`src/rtl/operand_fetch_unit.sv`:
```
// rtl/operand_fetch_unit.sv - register-file operand fetch with write-back forwarding
// One-entry output stage; held bundles are refreshed by write-back to their sources.
module operand_fetch_unit #(
   parameter int DATA_W = 8,
   parameter int ADDR_W = 3
) (
   input  logic              clk,
   input  logic              rst,
   input  logic              in_valid,
   output logic              in_ready,
   input  logic [ADDR_W-1:0] in_rs1,
   input  logic [ADDR_W-1:0] in_rs2,
   input  logic [ADDR_W-1:0] in_rd,
   input  logic [3:0]        in_op,
   output logic [ADDR_W-1:0] rf_read_addr1,
   output logic [ADDR_W-1:0] rf_read_addr2,
   input  logic [DATA_W-1:0] rf_read_data1,
   input  logic [DATA_W-1:0] rf_read_data2,
   input  logic              wb_valid,
   input  logic [ADDR_W-1:0] wb_addr,
   input  logic [DATA_W-1:0] wb_data,
   output logic              rf_reg_write,
   output logic [ADDR_W-1:0] rf_write_addr,
   output logic [DATA_W-1:0] rf_write_data,
   output logic              out_valid,
   input  logic              out_ready,
   output logic [DATA_W-1:0] out_a,
   output logic [DATA_W-1:0] out_b,
   output logic [ADDR_W-1:0] out_rd,
   output logic [3:0]        out_op,
   output logic [7:0]        issue_count
);

   typedef enum logic {EMPTY, FULL} state_t;

   state_t            state;
   logic [ADDR_W-1:0] rs1_q;
   logic [ADDR_W-1:0] rs2_q;
   logic              accept;
   logic              fwd1;
   logic              fwd2;
   logic              hit1;
   logic              hit2;

   assign in_ready      = ~rst & ((state == EMPTY) | out_ready);
   assign accept        = in_valid & in_ready;
   assign rf_read_addr1 = in_rs1;
   assign rf_read_addr2 = in_rs2;
   assign rf_reg_write  = wb_valid & ~rst;
   assign rf_write_addr = wb_addr;
   assign rf_write_data = wb_data;
   assign out_valid     = (state == FULL);

   // The register file commits wb on this same edge, so its read port still shows the old value.
   assign fwd1 = wb_valid & (wb_addr == in_rs1);
   assign fwd2 = wb_valid & (wb_addr == in_rs2);
   assign hit1 = wb_valid & (wb_addr == rs1_q);
   assign hit2 = wb_valid & (wb_addr == rs2_q);

   always_ff @(posedge clk) begin
      if (rst) begin
         state       <= EMPTY;
         out_a       <= '0;
         out_b       <= '0;
         out_rd      <= '0;
         out_op      <= '0;
         rs1_q       <= '0;
         rs2_q       <= '0;
         issue_count <= '0;
      end else begin
         if (accept) begin
            state  <= FULL;
            out_a  <= fwd1 ? wb_data : rf_read_data1;
            out_b  <= fwd2 ? wb_data : rf_read_data2;
            out_rd <= in_rd;
            out_op <= in_op;
            rs1_q  <= in_rs1;
            rs2_q  <= in_rs2;
         end else if (state == FULL) begin
            if (out_ready)
               state <= EMPTY;
            if (hit1)
               out_a <= wb_data;
            if (hit2)
               out_b <= wb_data;
         end
         if (out_valid & out_ready)
            issue_count <= issue_count + 8'd1;
      end
   end

endmodule
```
`config.mk`:
```
export PLATFORM = sky130hd
export DESIGN_NAME = operand_fetch_unit
export DESIGN_NICKNAME = d
export VERILOG_FILES = /design/src/rtl/operand_fetch_unit.sv
export SDC_FILE = /design/constraint.sdc
export NUM_CORES = 1
export LEC_CHECK = 0
export BUFFER_PORTS_ARGS = -buffer_cell sky130_fd_sc_hd__buf_4
export CORE_AREA = 2 2 65 83
export CTS_CLUSTER_DIAMETER = 80
export CTS_CLUSTER_SIZE = 24
export DETAILED_ROUTE_END_ITERATION = 8
export DIE_AREA = 0 0 67 85
export PLACE_DENSITY = 0.84
export SLEW_MARGIN = 20
export SYNTH_ARGS = -nofsm -noshare
export SYNTH_HDL_FRONTEND = slang
export SYNTH_SLANG_ARGS = --single-unit
```
`constraint.sdc`:
```
create_clock -name clk -period 1.58 [get_ports clk]
set_clock_uncertainty 0.15 [all_clocks]
set_input_delay 0.158 -clock clk [delete_from_list [all_inputs] [get_ports clk]]
set_output_delay 0.158 -clock clk [all_outputs]
set_load 0.005 [all_outputs]
```
Word-level counts from Yosys, hierarchy flattened
Cells that the tools add are included.
W data, S select, Z words.
Word-level totals
  output and inout port bits: 51
  register bits after elaboration: 38
  bits of input ports: 45
Operators by class
  reduce and logical (&&, ||, !) cells: 5
  mux-type cells: 11
  equal/unequal tests: 4
  bitwise logic cells: 11
  add/subtract/negate cells: 1
Operator list (count)
  $mux W8: 8
  $eq A3 B3 Y1: 4
  $add A8 B1 Y8 const B: 1
  $and A1 B1 Y1: 8
  $reduce_bool A2 Y1: 3
  $reduce_and A2 Y1: 2
  $mux W1: 3
  $not A1 Y1: 2
  $or A1 B1 Y1: 1

Depth between registers and ports, before layout
Gate-level depths: netlist (run 1).
  depth after elaboration: 6
  mapped depth: 8

Worst setup path after synthesis (run 1)
No wires, ideal clock.
  path type: reg2reg
  start point: register state (netlist: out_valid)
  end point: register out_b[0]
  arrival time: 1.383 ns
  period minus slack after synthesis: 1.652 ns
  cell stages (with the launch flop): 5
  data required time: 1.311 ns
  slack: -0.072 ns
  cell sequence: dfxtp_1 > nand2_1 > nor4_4 > mux2i_2 > o221a_2
Between the ends
  word-level cells in the longest chain between the ends: 6
Ends and longest elaborated chain
  start: declaration: RTL line 36  | state_t state;
  start signal: assignment: RTL line 62  | state <= EMPTY;
  start signal: assignment: RTL line 72  | state <= FULL;
  start signal: assignment: RTL line 81  | state <= EMPTY;
  $not A1 Y1: RTL line 45  | assign in_ready = ~rst & ((state == EMPTY) | out_ready);
  $or A1 B1 Y1: RTL line 45
  $and A1 B1 Y1: RTL line 45
  $and A1 B1 Y1: RTL line 46  | assign accept = in_valid & in_ready;
  $reduce_bool A2 Y1 (no source line)
  $reduce_and A2 Y1 (no source line)
  end signal: assignment: RTL line 74  | out_b <= fwd2 ? wb_data : rf_read_data2;
  end signal: assignment: RTL line 85  | out_b <= wb_data;
  end: declaration: RTL line 28  | output logic [DATA_W-1:0] out_b,
Parallel ways exist; a longest one is shown, timed or not.
A chain may end at the register's enable or synchronous reset.

Worst setup path in the final report (run 1)
  start point: register rs1_q[1]
  end point: register out_a[6]
Between the ends
  word-level cells in the longest chain between the ends: 4
Ends and longest elaborated chain
  start: declaration: RTL line 37  | logic [ADDR_W-1:0] rs1_q;
  start signal: assignment: RTL line 77  | rs1_q <= in_rs1;
  $eq A3 B3 Y1: RTL line 57  | assign hit1 = wb_valid & (wb_addr == rs1_q);
  $and A1 B1 Y1: RTL line 57
  $reduce_bool A2 Y1 (no source line)
  $reduce_and A2 Y1 (no source line)
  end signal: assignment: RTL line 73  | out_a <= fwd1 ? wb_data : rf_read_data1;
  end signal: assignment: RTL line 83  | out_a <= wb_data;
  end: declaration: RTL line 27  | output logic [DATA_W-1:0] out_a,
Every way passes these cells.

==> results of run 1 <==
## timing repair
action                                  in CTS  in global routing
gates cloned                                 1                  2
resized for setup                           12                 22
endpoints found under the setup margin      16                 19
pin swaps                                    3                 18
hold buffers                                15                  0
setup buffers                                2                  2
hold endpoints to repair                    15                  0
## registers in the layout, summed over array words and instances (netlist names)
| signal | count |
|---|---|
| out_a | 8 |
| rs1_q | 3 |
| out_valid | 1 |
| issue_count | 8 |
| out_op | 4 |
| rs2_q | 3 |
| out_b | 8 |
| out_rd | 3 |
## cells in the mapped netlist, drive strengths merged, types with 5 or more instances
cell type,instances
nand3b,13
a311oi,8
nor2,10
buf,27
nand3,28
xnor2,9
xor2,8
o21ai,10
nor3,13
nand2,32
a21oi,7
clkbuf,5
dfxtp,38
## final timing paths
check | cells past startpoint | from | endpoint | slack [ns]
hold reg to reg | 2 | out_rd[2] | out_rd[2] | 0.33
hold / removal | 2 | wb_data[0] | out_b[0] | 0.002
setup / recovery | 4 | rs1_q[1] | out_a[6] | 0.003
setup reg to reg | 4 | rs1_q[1] | out_a[6] | 0.003
## cell families (layout without fill, tap and decap cells)
| kind of cell | after synthesis | in the layout | share of synthesized area, % |
|---|---|---|---|
| buffers and inverters | 34 | 144 | 11.7 |
| adders and majority gates | 1 | 1 | 0.624 |
| xor gates and xnor gates | 17 | 17 | 7.42 |
| AOI/OAI and AO/OA | 33 | 33 | 11.7 |
| DFF | 38 | 38 | 37.9 |
| and+or+nand+nor | 112 | 112 | 29.9 |
| muxes | 1 | 1 | 0.686 |
## per-stage QoR
stage | setup slack [ns] | cells
5_1_grt | -0.0587 | 408
3_5_place_dp | -0.0587 | 379
6_report | 0.00312 | 408
3_3_place_gp | -0.0218 | 379
4_1_cts | -0.00797 | 404
2_1_floorplan | -0.0151 | 236
## worst max-delay path, stage by stage, from the launching register on
cell	delay, ns
dfxtp_2	0.33
xor2_2	0.16
or4_4	0.61
nand3_2	0.10
a41oi_2	0.10
## final cells by class
class	count	area [um^2]	share of cell area, %
multi-input combinational	164	1130	35.4
timing repair buffer	135	1090	34.3
sequential	38	769	24.1
tap	62	77.6	2.43
clock buffer	6	82.6	2.59
clock inverter	1	30.0	0.941
inverter	2	7.51	0.235
## per-layer routing
layer	global-route usage, %	wire, um	vias to the layer above
met5	0	0	-
li1	-	-	1042
met1	23.7	2360	1015
met4	7.61	89	0
met3	5.97	425	9
met2	36.7	3290	83
## power breakdown
part,leakage [uW],internal [uW],total (uW),switching [uW]
Sequential,0.000314,1020,1060,41.9
Combinational,0.00102,325,577,252
Clock,0.0000573,505,846,341
Total,0.00139,1850,2480,635
==> flow_summary.json, run 1 <==
{
  "crit_path_end_kind": "flip-flop",
  "syn_area_per_cell_um2": 8.50,
  "status": "finished, final reports clean",
  "critPathRequiredTime_ns": 1.59,
  "critPathKind": "flip-flop to flip-flop",
  "port_buffers": 95,
  "layout_commonest_cell": "buf_4",
  "post-route-drc-count": 0,
  "core-area_mm2": 0.00493,
  "clock_latency_ns": 0.29,
  "leakagePower_uw": 0.00139,
  "cts_tree": "done",
  "total_power_uw": 2480,
  "antenna_cells": 0,
  "start_util_pct": 40.6,
  "fillers": 433,
  "min_path_type": "input pin to flip-flop",
  "cp.arrival_ns": 1.59,
  "postSynthCellCount": 236,
  "htree_levels": 2,
  "yosysUniqueCellTypes": 30,
  "synth_top_area_share_pct": 37.9,
  "worst-path-max-fanout": 5,
  "clockBufferDepth": 2,
  "tns_ns": 0,
  "period_share_pct": 99.8,
  "tightest_slew_ns": 0.394,
  "grtUsageTotal_pct": 21.0,
  "grt_max_degree": 41,
  "dieArea_mm2": 0.00570,
  "num-nets-final": 392,
  "synth_largest_area_cell": "dfxtp_1",
  "dr.pass1.iters": 4,
  "rsz0062_at_grt": "true",
  "setup_viol": 0,
  "start_kind": "flip-flop",
  "cts_root_buffer": "clkbuf_8",
  "hpwl_um": 4160,
  "vias": 2149,
  "synth_area_mm2": 0.00201,
  "core.rowCount": 29,
  "ys_warn_count": 0,
  "syn_nets": 282,
  "yosysSeqAreaShare_pct": 37.9,
  "wl_um": 6160,
  "die-width_um": 67,
  "ys_ff_latch": 38,
  "grt.overflow.total": 0,
  "dieHeight_um": 85,
  "hold_viol_final": 0,
  "numCtsBuffers": 5,
  "gp_congestion": 0.752,
  "synthFlopType": "dfxtp_1",
  "grt_pass1_vias": 2090,
  "synthArstFlopShare_pct": 0,
  "max_clock_freq_mhz": 634,
  "layout_common_cells": "buf_4, dfxtp_1, nand2_1",
  "ios": 96,
  "period_needed_ns": 1.58,
  "ant_nets": 0,
  "irDropWorstVdd_uv": 517,
  "maxCapViolations": 0,
  "yosys-top-cells-area": "dfxtp_1, buf_4, nand3_1",
  "utilization_pct": 64.7,
  "route.detailed.vias_per_inst": 5.27,
  "cts.clk_slew.worst_paths_ns": 0.07,
  "slew_violations": 0,
  "fin_hold_ws_ns": 0.00209,
  "drt_iter0_drc": 102,
  "grt_pass1_wl_um": 9270,
  "power_density_mw_per_mm2": 778,
  "antenna_found_initial": 0,
  "slew_headroom_pct": 73.7,
  "fin_area_mm2": 0.00319,
  "area_growth_pct": 59.1,
  "cts.sinks": 38,
  "wl_per_cell_um": 15.1,
  "placed_area_mm2": 0.00272,
  "synth_edf_count": 0,
  "layout-drive-gt1-share_pct": 45.4
}
(Power assumes the default switching activity.)
==> inputs of run 2 (changes only) <==
--- a/config.mk
+++ b/config.mk
@@ -6,12 +6,12 @@
 export NUM_CORES = 1
 export LEC_CHECK = 0
 export BUFFER_PORTS_ARGS = -buffer_cell sky130_fd_sc_hd__buf_4
-export CORE_AREA = 2 2 65 83
+export CORE_AREA = 2 2 63 79
 export CTS_CLUSTER_DIAMETER = 80
 export CTS_CLUSTER_SIZE = 24
 export DETAILED_ROUTE_END_ITERATION = 8
-export DIE_AREA = 0 0 67 85
-export PLACE_DENSITY = 0.84
+export DIE_AREA = 0 0 65 81
+export PLACE_DENSITY = 0.86
 export SLEW_MARGIN = 20
 export SYNTH_ARGS = -nofsm -noshare
 export SYNTH_HDL_FRONTEND = slang
==> constraint.sdc (replaced) <==
create_clock -name clk -period 1.7 [get_ports clk]
set_clock_uncertainty 0.15 [all_clocks]
set_input_delay 0.17 -clock clk [delete_from_list [all_inputs] [get_ports clk]]
set_output_delay 0.17 -clock clk [all_outputs]
set_load 0.005 [all_outputs]
==> run 2 against run 1 <==
Critical path type unchanged. Sequential power is 8% lower. Highest routed layer unchanged. Clock power down 11%. Largest power group unchanged. Worst hold slack better by 0.012 ns.
==> flow_summary.json, run 2 (synthesis gave the netlist of run 1 again) <==
{
  "cts_root_buffer": "clkbuf_8",
  "rsz0062_at_grt": "false",
  "start_kind": "flip-flop",
  "power_density_mw_per_mm2": 753,
  "htree_levels": 2,
  "cp.arrival_ns": 1.63,
  "placed_area_mm2": 0.00266,
  "p_int_uw": 1650,
  "power.sequential.fraction_pct": 44.2,
  "power_frac_comb_pct": 21.6,
  "period_needed_ns": 1.62,
  "grtUsageTotal_pct": 21.4,
  "area_growth_pct": 46.8,
  "grt.overflow.total": 0,
  "crit_path_end_kind": "flip-flop",
  "period_share_pct": 95.4,
  "utilization_pct": 64.2,
  "final_cells": 393,
  "num-nets-final": 378,
  "post-route-drc-count": 0,
  "min_path_cells": 2,
  "clockBufferDepth": 2,
  "fin_ws_ns": 0.0782,
  "wl_um": 5600,
  "dp_cells": 369,
  "route.detailed.vias_per_inst": 5.26,
  "die-width_um": 65,
  "p_clk_share_pct": 34.2,
  "maxCapViolations": 0,
  "hpwl_um": 4000,
  "cts.clk_slew.worst_paths_ns": 0.08,
  "startpoint": "rs1_q[2]",
  "reg_top3": "issue_count x8, out_a x8, out_b x8",
  "fillers": 371,
  "irDropWorstVdd_uv": 725,
  "wl_per_cell_um": 14.3,
  "ios": 96,
  "grt_pass1_vias": 1949,
  "start_util_pct": 43.7,
  "grt_pass1_wl_um": 8750,
  "cts.sinks": 38,
  "r2r_slack_ns": 0.08,
  "slew_headroom_pct": 72.2,
  "reg2reg_depth": 4,
  "setup_viol": 0,
  "rr_startpoint": "rs1_q[2]",
  "switching_share_pct": 25.4,
  "antenna_found_initial": 0,
  "dr.pass1.iters": 4,
  "fin_area_mm2": 0.00295,
  "grt_max_degree": 41,
  "core.rowCount": 28,
  "critPathKind": "flip-flop to flip-flop",
  "ant_nets": 0,
  "tightest_slew_ns": 0.416,
  "port_buffers": 95,
  "max_clock_freq_mhz": 617,
  "hold_viol_final": 0,
  "worst-path-max-fanout": 5,
  "drt_iter0_drc": 98,
  "numCtsBuffers": 5,
  "total_power_uw": 2220,
  "slew_violations": 0,
  "min_path_type": "input pin to flip-flop",
  "layout-drive-gt1-share_pct": 38.1,
  "critPathRequiredTime_ns": 1.71,
  "vias": 2069,
  "core-area_mm2": 0.00459,
  "gp_congestion": 0.774,
  "leakagePower_uw": 0.00128,
  "cts_tree": "done",
  "dieArea_mm2": 0.00527,
  "hold_path.startpoint": "wb_data[7]",
  "p_sw_uw": 564,
  "r2r_end": "out_a[1]",
  "pre_cts_ws_ns": -0.00198,
  "layout_commonest_cell": "buf_4",
  "hold_end": "out_b[7]",
  "layout_common_cells": "buf_4, dfxtp_1, nand2_1",
  "clock_latency_ns": 0.29,
  "status": "finished, final reports clean",
  "antenna_cells": 0,
  "dieHeight_um": 81
}
[run 2: how the worst max path moves through the flow]
stage / cells past startpoint / to
6_report: 4 / out_a[1]
5_1_grt: 5 / out_a[1]
4_1_cts: 5 / out_a[1]
3_5_place_dp: 5 / out_a[1]
3_3_place_gp: 5 / out_a[2]
2_1_floorplan: 4 / out_b[0]
[run 2: area by class of cell]
type	instances	area, um^2	share of cell area [%]
multi-input combinational	164	1030	34.8
clock inverter	1	30.0	1.02
tap	60	75.1	2.55
timing repair buffer	121	968	32.9
sequential	38	762	25.9
clock buffer	7	76.3	2.59
inverter	2	7.51	0.255
[run 2: worst max-delay path, cell delays in order (launching register included)]
cell and delay [ns]:
dfxtp_1 0.32, xor2_1 0.19, or4_4 0.59, nand2_2 0.13, a311oi_1 0.11
[run 2: per-layer routing]
layer / part of all wire, % / track usage, % / vias to the layer above
li1: - / - / 1014
met1: 40 / 24.7 / 968
met2: 52 / 39.1 / 82
met3: 7.5 / 6.37 / 5
met4: 0.87 / 4.47 / 0
met5: 0 / 0 / -
[run 2: power by group through the flow]
stage	clock (uW)	combinational (uW)	sequential [uW]
5_1_grt	807	523	985
2_1_floorplan	0	224	999
3_5_place_dp	0	441	999
3_3_place_gp	0	431	998
4_1_cts	762	472	978
6_report	757	479	980
[run 2: what timing repair did]
action / in CTS / in global routing
endpoints found under the setup margin: 4 / 12
buffers inserted: 0 / 2
pin swaps: 1 / 4
endpoints found under the hold margin: 14 / 0
hold buffers: 14 / 0
resized for setup: 2 / 7
[run 2: metrics by stage]
step                      hold slack, ns  TNS [ns]
after floorplan                    0.119         0
after global placement             0.204         0
after detailed placement           0.206  -0.00198
after CTS                         0.0103         0
after global routing              0.0126         0
final                             0.0138         0
==> inputs of run 3 (changes only) <==
--- a/config.mk
+++ b/config.mk
@@ -5,12 +5,13 @@
 export SDC_FILE = /design/constraint.sdc
 export NUM_CORES = 1
 export LEC_CHECK = 0
+export ABC_AREA = 1
 export BUFFER_PORTS_ARGS = -buffer_cell sky130_fd_sc_hd__buf_4
-export CORE_AREA = 2 2 63 79
+export CORE_AREA = 2 2 65 82
 export CTS_CLUSTER_DIAMETER = 80
 export CTS_CLUSTER_SIZE = 24
 export DETAILED_ROUTE_END_ITERATION = 8
-export DIE_AREA = 0 0 65 81
+export DIE_AREA = 0 0 67 84
 export PLACE_DENSITY = 0.86
 export SLEW_MARGIN = 20
 export SYNTH_ARGS = -nofsm -noshare
==> run 3 against run 2 <==
Combinational power rose by 4.4%. Routed wire length fell by 1.8%. Largest cell class unchanged. Flip-flop and latch count did not move. Critical path depth rose by 6. First-iteration DRC count fell by 17%. Core utilization fell by 3.4 points. Largest power group unchanged. Critical path type is now input pin to flip-flop. Die area rose by 6.9%. Maximum frequency rose by 4.7%. Highest routed layer unchanged.
==> flow_summary.json, run 3 <==
{
  "min_path_type": "input pin to flip-flop",
  "period_share_pct": 91.1,
  "ios": 96,
  "leakagePower_uw": 0.00157,
  "synth.most_common_cell": "nand2_1",
  "cts_root_buffer": "clkbuf_8",
  "post-route-drc-count": 0,
  "synth_top_family_by_area": "simple AND/OR/NAND/NOR gates",
  "antenna_cells": 0,
  "synth_compound_area_share_pct": 8.11,
  "yosysUniqueCellTypes": 28,
  "layout_commonest_cell": "buf_4",
  "grt_pass1_vias": 2128,
  "vias": 2227,
  "reg_top3": "issue_count x8, out_a x8, out_b x8",
  "route.detailed.vias_per_inst": 4.74,
  "cp.arrival_ns": 1.58,
  "ant_nets": 0,
  "ys_warn_count": 0,
  "gp_congestion": 0.830,
  "synthFlopType": "dfxtp_1",
  "crit_path_end_kind": "flip-flop",
  "period_needed_ns": 1.55,
  "syn_nets": 366,
  "clock_latency_ns": 0.29,
  "power_density_mw_per_mm2": 710,
  "clockBufferDepth": 2,
  "synth_top_area_share_pct": 34.7,
  "status": "finished, final reports clean",
  "fin_ws_ns": 0.151,
  "irDropWorstVdd_uv": 498,
  "dieHeight_um": 84,
  "wl_per_cell_um": 11.7,
  "maxCapViolations": 0,
  "yosysSeqAreaShare_pct": 34.7,
  "area_growth_pct": 36.8,
  "setup_viol": 0,
  "rsz0062_at_grt": "false",
  "tns_ns": 0,
  "yosys-top-cells-count": "nand2_1, dfxtp_1, inv_1",
  "numCtsBuffers": 5,
  "synth_largest_area_cell": "dfxtp_1",
  "cpMostUsedCell": "nand2_1",
  "path_cells": "dlygate4sd3_1, buf_4, nand2_1, nand2_1, nor2_1, nand2_2, nand2_4, nand2_1, nand2_1, a21oi_2",
  "cts_tree": "done",
  "wl_um": 5500,
  "layout_common_cells": "buf_4, nand2_1, dfxtp_1",
  "start_kind": "input pin",
  "synth_mux_area_share_pct": 0,
  "max_clock_freq_mhz": 646,
  "critPathRequiredTime_ns": 1.73,
  "cts.sinks": 38,
  "worst-path-max-fanout": 9,
  "layout-drive-gt1-share_pct": 32.8,
  "critPathTopFamily": "buffers and inverters",
  "ys_ff_latch": 38,
  "tightest_slew_ns": 0.242,
  "synth_xor_area_share_pct": 0.800,
  "post_cts_buffers": 0,
  "hpwl_um": 4290,
  "hold_viol_final": 0,
  "yosys-top-cells-area": "dfxtp_1, nand2_1, nand3_1",
  "syn_area_per_cell_um2": 6.85,
  "crit_buf_inv": 2,
  "drt_iter0_drc": 81,
  "yosys.area_share.simple_pct": 38.0,
  "dieArea_mm2": 0.00563,
  "grt_max_degree": 27,
  "synthArstFlopShare_pct": 0,
  "grtUsageTotal_pct": 20.6,
  "postSynthCellCount": 320,
  "synth_area_mm2": 0.00219,
  "dr.pass1.iters": 4,
  "start_util_pct": 44.4,
  "crit_slowest_cell": "dlygate4sd3_1",
  "fillers": 483,
  "core-area_mm2": 0.00493,
  "grt_pass1_wl_um": 9010,
  "core.rowCount": 29,
  "critPathKind": "input pin to flip-flop",
  "synth_fa_ha_area_share_pct": 0.571,
  "max_stage_delay_ns": 0.53,
  "port_buffers": 95,
  "num-nets-final": 453,
  "grt.overflow.total": 0,
  "die-width_um": 67,
  "slew_headroom_pct": 83.9,
  "antenna_found_initial": 0,
  "cts.clk_slew.worst_paths_ns": 0.07,
  "pre_cts_ws_ns": 0.151,
  "htree_levels": 2,
  "slew_violations": 0,
  "synth_edf_count": 0
}
## run 3: cell count changes in the layout (fill, tap and decap cells not counted), moves of 5 or more
cell	previous run	this run
a21oi_2	0	6
a311oi_1	8	0
buf_4	105	97
dlygate4sd3_1	14	9
inv_1	2	36
inv_2	0	5
nand2_1	30	88
nand3_1	28	35
nor2_1	9	23
nor3_1	13	1
o21ai_1	0	6
xnor2_1	9	0
xor2_1	8	2
## run 3: through the flow
step                std cells  hold WS (ns)  util [%]  cell area, um^2  power [uW]
detailed placement        453         0.224      56.8             2800        1490
global placement          453         0.218      56.8             2800        1480
floorplan                 320         0.131         -             2190        1270
global route              470        0.0156      60.8             3000        2250
finish                    470        0.0167      60.8             3000        2130
CTS                       470       0.00663      60.6             2990        2150
## run 3: cells by family after synthesis
kind of cell | count (synthesis)
simple gates | 175
buf+inv | 73
flops | 38
compound gates | 31
xor+xnor | 2
fa+ha+maj | 1
## run 3: timing repair
| action | CTS | global route |
|---|---|---|
| endpoints found under the hold margin | 9 | 0 |
| hold buffers | 9 | 0 |
| endpoints found under the setup margin | 0 | 3 |
| gates resized for setup | 0 | 1 |
## run 3: power by group
part	internal (uW)	total, uW	switching, uW	leakage [uW]
clock	326	644	318	0.0000472
sequential	948	983	35.2	0.000312
combinational	258	500	242	0.00121
total	1530	2130	595	0.00157
## run 3: per-layer routing
| layer | global-route usage [%] | vias to the layer above | routed length, um |
|---|---|---|---|
| met3 | 5.26 | 9 | 400 |
| met5 | 0 | - | 0 |
| li1 | - | 1150 | - |
| met4 | 7.98 | 0 | 85 |
| met1 | 22.7 | 986 | 2200 |
| met2 | 36.5 | 82 | 2820 |
## run 3: final timing paths
check	from	to	depth (start not counted)	slack [ns]
max	in_rs1[2]	out_a[0]	10	0.15
min	wb_data[5]	out_a[5]	3	0.02
max reg2reg	out_valid	out_a[7]	10	0.16
min reg2reg	out_op[3]	out_op[3]	2	0.31
## run 3: cell type report
cell class,count,area [um^2],area share [%]
Inverter,46,178,5.93
Multi-Input combinational cell,209,1050,35.0
Timing Repair Buffer,107,838,28.0
Clock inverter,2,12.5,0.417
Tap cell,62,77.6,2.59
Sequential cell,38,761,25.4
Clock buffer,6,82.6,2.75
## run 3: tightest hold or removal path: stages
cell	delay, ns
buf_4	0.12
nand3_2	0.07
a21oi_2	0.05
